===== src/rtl/laser_pair_select.sv =====
// rtl/laser_pair_select.sv - picks two circle centres covering the most points
// Greedy two-pick followed by alternating re-picks of A and B until no improvement.
module laser_pair_select #(
   parameter int NPTS     = 40,
   parameter int MAX_PASS = 6
) (
   input  logic            CLK,
   input  logic            RST,
   input  logic            START,
   output logic [7:0]      MASK_ADDR,
   input  logic [NPTS-1:0] MASK_DATA,
   output logic [3:0]      C1X,
   output logic [3:0]      C1Y,
   output logic [3:0]      C2X,
   output logic [3:0]      C2Y,
   output logic [5:0]      COVER_CNT,
   output logic            BUSY,
   output logic            DONE
);

   localparam int PW = $clog2(MAX_PASS + 1);

   localparam logic [1:0] S_IDLE = 2'd0;
   localparam logic [1:0] S_SCAN = 2'd1;
   localparam logic [1:0] S_EVAL = 2'd2;
   localparam logic [1:0] S_FIN  = 2'd3;

   logic [1:0]      state;
   logic [8:0]      cyc;
   logic [PW-1:0]   pass;
   logic [5:0]      best_score;
   logic [7:0]      best_idx;
   logic [NPTS-1:0] best_mask;
   logic [7:0]      a_idx;
   logic [NPTS-1:0] a_mask;
   logic [7:0]      b_idx;
   logic [NPTS-1:0] b_mask;
   logic [5:0]      total;

   logic [NPTS-1:0] excl;
   logic [5:0]      score;
   logic [5:0]      cand_total;
   logic [7:0]      row_idx;
   logic            refine_pass;
   logic            improve;
   logic            last_pass;

   function automatic logic [5:0] popcnt(input logic [NPTS-1:0] v);
      logic [5:0] c;
      c = '0;
      for (int i = 0; i < NPTS; i++) begin
         c = c + 6'(v[i]);
      end
      return c;
   endfunction

   // Pass 0 excludes nothing; afterwards the slot not being re-picked is excluded.
   always_comb begin
      excl = '0;
      if (pass != '0) begin
         excl = pass[0] ? a_mask : b_mask;
      end
   end

   always_comb begin
      score       = popcnt(MASK_DATA & ~excl);
      cand_total  = popcnt(excl) + best_score;
      row_idx     = cyc[7:0] - 8'd1;
      refine_pass = (pass >= PW'(2));
      improve     = (cand_total > total);
      last_pass   = (pass == PW'(MAX_PASS - 1));
   end

   always_ff @(posedge CLK or negedge RST) begin
      if (!RST) begin
         state      <= S_IDLE;
         cyc        <= '0;
         pass       <= '0;
         best_score <= '0;
         best_idx   <= '0;
         best_mask  <= '0;
         a_idx      <= '0;
         a_mask     <= '0;
         b_idx      <= '0;
         b_mask     <= '0;
         total      <= '0;
         MASK_ADDR  <= '0;
         C1X        <= '0;
         C1Y        <= '0;
         C2X        <= '0;
         C2Y        <= '0;
         COVER_CNT  <= '0;
         BUSY       <= 1'b0;
         DONE       <= 1'b0;
      end else begin
         case (state)
            S_IDLE: begin
               if (START) begin
                  DONE       <= 1'b0;
                  BUSY       <= 1'b1;
                  pass       <= '0;
                  cyc        <= '0;
                  MASK_ADDR  <= '0;
                  best_score <= '0;
                  best_idx   <= '0;
                  best_mask  <= '0;
                  state      <= S_SCAN;
               end
            end

            S_SCAN: begin
               // Data for the row addressed on cyc-1 arrives while cyc is 1..256.
               if ((cyc != 9'd0) && (score > best_score)) begin
                  best_score <= score;
                  best_idx   <= row_idx;
                  best_mask  <= MASK_DATA;
               end
               if (MASK_ADDR != 8'hFF) begin
                  MASK_ADDR <= MASK_ADDR + 8'd1;
               end
               cyc <= cyc + 9'd1;
               if (cyc == 9'd256) begin
                  state <= S_EVAL;
               end
            end

            S_EVAL: begin
               best_score <= '0;
               best_idx   <= '0;
               best_mask  <= '0;
               cyc        <= '0;
               if (pass == '0) begin
                  a_idx  <= best_idx;
                  a_mask <= best_mask;
               end else if (pass == PW'(1)) begin
                  b_idx  <= best_idx;
                  b_mask <= best_mask;
                  total  <= cand_total;
               end else if (improve) begin
                  if (!pass[0]) begin
                     a_idx  <= best_idx;
                     a_mask <= best_mask;
                  end else begin
                     b_idx  <= best_idx;
                     b_mask <= best_mask;
                  end
                  total <= cand_total;
               end

               if (last_pass || (refine_pass && !improve)) begin
                  state <= S_FIN;
               end else begin
                  pass      <= pass + PW'(1);
                  MASK_ADDR <= '0;
                  state     <= S_SCAN;
               end
            end

            S_FIN: begin
               C1X       <= a_idx[3:0];
               C1Y       <= a_idx[7:4];
               C2X       <= b_idx[3:0];
               C2Y       <= b_idx[7:4];
               COVER_CNT <= total;
               DONE      <= 1'b1;
               BUSY      <= 1'b0;
               state     <= S_IDLE;
            end

            default: begin
               state <= S_IDLE;
            end
         endcase
      end
   end

endmodule

===== config.mk =====
export PLATFORM = sky130hd
export DESIGN_NAME = laser_pair_select
export DESIGN_NICKNAME = d
export VERILOG_FILES = /design/src/rtl/laser_pair_select.sv
export SDC_FILE = /design/constraint.sdc
export NUM_CORES = 1
export LEC_CHECK = 0
export BUFFER_PORTS_ARGS = -buffer_cell sky130_fd_sc_hd__buf_4
export CORE_ASPECT_RATIO = 1.2
export CORE_MARGIN = 5
export CORE_UTILIZATION = 52
export CTS_CLUSTER_SIZE = 16
export DETAILED_ROUTE_END_ITERATION = 10
export PLACE_DENSITY = 0.71
export SLEW_MARGIN = 20
export SYNTH_ARGS = -nofsm -noshare
export SYNTH_HDL_FRONTEND = slang
export SYNTH_SLANG_ARGS = --single-unit

===== constraint.sdc =====
create_clock -name CLK -period 22.7 [get_ports CLK]
set_clock_uncertainty 0.2 [all_clocks]
set_input_delay 4.54 -clock CLK [delete_from_list [all_inputs] [get_ports CLK]]
set_output_delay 4.54 -clock CLK [all_outputs]
set_load 0.02 [all_outputs]

==> results of run 1 <==
==> flip-flops by register name (all words and copies together) (netlist names), 4 cells and up <==
signal and cells:
C2Y 4, a_mask 40, total 6, COVER_CNT 6, cyc 9, best_mask 40
a_idx 8, C1Y 4, best_idx 8, b_mask 40, best_score 6, C1X 4
MASK_ADDR 8, C2X 4, b_idx 8
==> logic make-up after synthesis <==
family                     Yosys count  share of synthesized area [%]
adders and majority gates          110                           15.8
muxes                              213                           19.6
AOI/OAI and AO/OA                   90                           5.07
DFF                                202                           43.0
and+or+nand+nor                    258                           9.63
xor gates and xnor gates            20                           1.49
buffers and inverters              136                           5.41
==> metrics by stage <==
step                      area, um^2  hold WS [ps]  util (%)  worst slack, ps
after global placement         12500           262      55.8            11210
after detailed placement       12500           272      55.8            11070
after floorplan                11800           252         -            11740
after global routing           13200           292      59.2            11250
after CTS                      13200           285      59.1            11590
final                          13200           280      59.2            11600
==> cells in the final DEF (no fill, tap or decap), types with 5 or more instances in the layout <==
master,instances
mux2_2,37
dfrtp_1,201
xor2_1,9
and3_1,5
mux2_1,101
mux2i_1,75
fa_1,64
buf_4,83
a21oi_1,16
a21o_1,7
clkbuf_8,5
nor2_1,39
nand2b_1,7
clkbuf_16,22
and2_1,8
ha_1,46
clkbuf_1,7
inv_1,85
xnor2_1,11
nand2_1,161
nor2b_1,11
o21ai_0,35
nand3_1,6
==> worst paths after layout <==
path,end,start,depth (start not counted),slack [ps]
max reg2reg,b_mask[21],pass[0],28,13500
max,best_mask[28],MASK_DATA[0],23,11600
min reg2reg,b_mask[31],b_mask[31],1,280
min in group asynchronous,best_mask[4],RST,1,3720
min,b_mask[31],b_mask[31],1,280
max in group asynchronous,a_mask[22],RST,2,17550
==> layout make-up <==
| class | instances | area (um^2) | area share (%) |
|---|---|---|---|
| Multi-Input combinational cell | 691 | 6110 | 46.2 |
| Tap cell | 279 | 349 | 2.64 |
| Clock inverter | 7 | 98.8 | 0.746 |
| Clock buffer | 33 | 632 | 4.77 |
| Timing Repair Buffer | 86 | 676 | 5.10 |
| Inverter | 85 | 319 | 2.41 |
| Sequential cell | 202 | 5060 | 38.2 |
==> routing by layer <==
layer	vias to the layer above	part of all wire, %	routed length, um	track usage [%]
met4	0	2.9	741	6.33
li1	3532	-	-	-
met1	3888	42	10700	26.2
met2	130	51	13000	35.9
met3	38	3.4	864	2.67
met5	-	0	0	0
==> key figures, run 1 <==
Timing
  – Final period util: 48.9%
  – Final hold vios: 0
  – # setup viols final: 0
  – Fin. max-slew vios: 0
  – Unrepaired setup endpoints after global routing: false
  – Slew margin rel.: 46.9%
  – Tmin final: 11,100 ps
  – Fmax: 90.1 MHz
  – Worst Max-Slew Pin Slew: 797 ps
  – Setup TNS: 0 ps

Final layout
  – Fin cells: 1,383
  – Final nets: 1,241
  – # diodes: 0
  – Ratio of cells with drive above 1 in the final layout: 15.7%
  – Fill cells: 1,858
  – P&R area growth vs syn: 12.7%

Min path
  – Min-delay worst type: register to register

Floorplan
  – Die H: 175 um
  – Row count: 60
  – Die width: 147 um
  – Io pins: 75
  – Initial Util: 52.5%
  – CORE AREA: 0.0224 mm^2
  – Die ar.: 0.0257 mm^2

Route
  – DRT Pass-1 Iters: 4
  – Detailed Route WL: 25,200 um
  – Via density: 5.49
  – Via count: 7,588
  – Detailed Route Iter0 Violations: 351
  – DR DRC count: 0
  – Routed WL per cell: 18.3 um
  – Routed Antenna Nets: 0

Logic synthesis
  – Synth top area cells: dfrtp_1 (43%), fa_1 (11%), mux2_1 (9.7%), mux2i_1 (6.4%), nand2_1 (5.1%)
  – Primary FF master, synth: dfrtp_1
  – Commonest cells in the synthesized netlist: dfrtp_1 (202), nand2_1 (161), mux2_1 (101)
  – Post-Syn Instances: 1,029
  – Syn nets: 1,182
  – Largest area contributor in the netlist: dfrtp_1
  – #FFs+latches synth: 202
  – Mean Syn Cell Area: 11.4 um^2
  – Yosys top cell area share: 43.0%
  – Register area share after synthesis: 43.0%
  – Mapped cell area: 0.0118 mm^2
  – Count of different cell masters after synthesis: 55
  – Top-count cell post-synth: dfrtp_1
  – Yosys warns: 0
  – EDFF count, synth: 0
  – Async set-reset flop share out of synthesis: 100%

Setup path
  – Most frequent CP cell: fa_1
  – CP max stage delay: 550 ps
  – WS Path Type: input port to register
  – Critical Path RT: 22,860 ps
  – CP Buf/Inv Count: 4
  – CP max-delay cell: fa_1
  – Max FO, Critical Path: 32
  – Type of origin of the critical path: input port
  – Crit path cell chain: buf_4 -> nor2b_1 -> fa_1 -> inv_1 -> fa_1 -> fa_1 -> fa_1 -> fa_1 -> fa_1 -> inv_1 -> fa_1 -> ha_1 -> fa_1 -> a21o_1 -> a21oi_1 -> xnor2_1 -> ha_1 -> nand2_1 -> nor2_1 -> a211oi_1 -> o31ai_4 -> buf_4 -> mux2i_1
  – CP delay by family, top: adder cells
  – Critical Path AT: 11,250 ps
  – Worst setup EP type: register

Clock network
  – Clock buffer depth: 3
  – Worst skew pair latency: 520 ps
  – Total clock buffers created by CTS: 22
  – CTS tree: yes
  – Clock Sinks: 202
  – Setup repair bufs after CTS: 0
  – Clock Pin Slew Worst Setup and Hold Paths: 60 ps
  – H-tree Lvls: 1
  – Clock Tree Root: clkbuf_16
  – CTS Hold Bufs: 0
  – CTS resizes: 0

Global route
  – Global-route wire length before repair: 42,600 um
  – Initial antenna violation count: 0
  – Vias in the first global route: 8,240
  – Gr ovfl total: 0
  – Largest net degree at the start of global routing: 125
  – All-Layer GR Usage: 20.4%

Flow run
  – Max-Cap Viols: 0

Place
  – GP Congestion: 0.853
  – Inst Count DP: 1,342
  – PortBufs: 74
  – Hpwl dp: 17,600 um

Status
  – Run status: finished clean
Power of run 1 is not shown: default switching activity piles up to over one toggle a cycle in this logic, so the estimate is an artifact.
==> inputs of run 2 (changes only) <==
- PLACE_DENSITY: 0.71 -> 0.74
- clock period: 22.7 -> 9.25 ns (I/O delays scaled with it)
==> key figures, run 2 (same netlist as run 1, synthesis figures left out) <==
Floorplan
  – Die width: 147 um
  – CORE AREA: 0.0224 mm^2
  – Io pins: 75
  – Die H: 175 um
  – Die ar.: 0.0257 mm^2
  – Row count: 60
  – Initial Util: 52.5%

Route
  – Via count: 7,618
  – Via density: 5.50
  – DR DRC count: 0
  – Routed Antenna Nets: 0
  – Routed WL per cell: 18.2 um
  – Detailed Route Iter0 Violations: 316
  – DRT Pass-1 Iters: 5
  – Detailed Route WL: 25,300 um

Final layout
  – Commonest non-fill, non-tap cell in the layout: dfrtp_1
  – Regs by FF count: a_mask: 40 flops, b_mask: 40 flops, best_mask: 40 flops
  – P&R area growth vs syn: 13.9%
  – Register area: 0.00506 mm^2
  – Final nets: 1,243
  – Fill cells: 1,809
  – Most frequent cells in the layout: dfrtp_1 (201), nand2_1 (161), mux2_1 (101)
  – Area of the multi-input gates: 0.00612 mm^2
  – # diodes: 0
  – Ratio of cells with drive above 1 in the final layout: 16.2%
  – Layout Utilization: 59.9%

Timing
  – Setup TNS: 0 ps
  – Final hold vios: 0
  – Tmin final: 8750 ps
  – Worst Max-Slew Pin Slew: 972 ps
  – Unrepaired setup endpoints after global routing: false
  – Fmax: 114 MHz
  – Final period util: 94.6%
  – # setup viols final: 0
  – WHS: 281 ps
  – Fin. max-slew vios: 0
  – Slew margin rel.: 35.2%

Setup path
  – CP max-delay cell: buf_4
  – WS Path Type: register to register
  – Most frequent CP cell: fa_1
  – CP max stage delay: 600 ps
  – Type of origin of the critical path: register
  – Critical Path RT: 9420 ps
  – Max FO, Critical Path: 48
  – Critical Path AT: 8930 ps
  – Worst setup EP type: register
  – CP Buf/Inv Count: 6
  – CP delay by family, top: adder cells

Clock network
  – Worst skew pair latency: 500 ps
  – Clock Sinks: 202
  – Total clock buffers created by CTS: 22
  – H-tree Lvls: 1
  – Clock buffer depth: 3
  – Clock Tree Root: clkbuf_16
  – CTS tree: yes
  – CTS Hold Bufs: 0
  – Clock Pin Slew Worst Setup and Hold Paths: 60 ps

Global route
  – Gr ovfl total: 0
  – Largest net degree at the start of global routing: 129
  – Initial antenna violation count: 0
  – Vias in the first global route: 8,356
  – Global-route wire length before repair: 43,200 um
  – All-Layer GR Usage: 20.6%

Place
  – Hpwl dp: 17,900 um
  – PortBufs: 74
  – GP Congestion: 0.848

Status
  – Run status: finished clean

Flow run
  – Max-Cap Viols: 0

Min path
  – Min-delay worst type: register to register
-- run 2: repair_timing --
item                       4_1_cts  5_1_grt
setup endpoints to repair        0      101
buffers inserted                 0        0
resized for setup                0        1
-- run 2: metrics by stage --
| stage | std cells | worst slack [ps] | area (um^2) |
|---|---|---|---|
| after detailed placement | 1345 | 222 | 12600 |
| after global placement | 1345 | 325 | 12600 |
| after global routing | 1385 | 47.0 | 13400 |
| after floorplan | 1029 | 451 | 11800 |
| final | 1385 | 496 | 13400 |
| after CTS | 1385 | 295 | 13400 |
-- run 2: cell type report --
cell class,count,share of cell area [%]
sequential,202,37.8
inverter,85,2.38
tap,279,2.61
clock inverter,10,1.31
multi-input combinational,691,45.7
timing repair buffer,88,5.46
clock buffer,30,4.79
-- run 2: worst paths after layout --
path / depth (start not counted) / from / slack (ps) / endpoint
max in group asynchronous: 2 / RST / 6110 / a_mask[29]
min in group asynchronous: 1 / RST / 1240 / a_mask[8]
worst max-delay path: 26 / pass[0] / 500 / b_mask[17]
worst min register to register: 1 / b_mask[31] / 280 / b_mask[31]
worst max register to register: 26 / pass[0] / 500 / b_mask[17]
worst min-delay path: 1 / b_mask[31] / 280 / b_mask[31]
-- run 2: metal layers --
| layer | up-vias | share of wire (%) | track usage, % |
|---|---|---|---|
| met1 | 3884 | 42 | 26.9 |
| met4 | 0 | 2.6 | 6.06 |
| met3 | 48 | 3.4 | 2.54 |
| met2 | 134 | 52 | 36.2 |
| li1 | 3552 | - | - |
| met5 | - | 0 | 0 |
Power of run 2 is left out for the same reason.
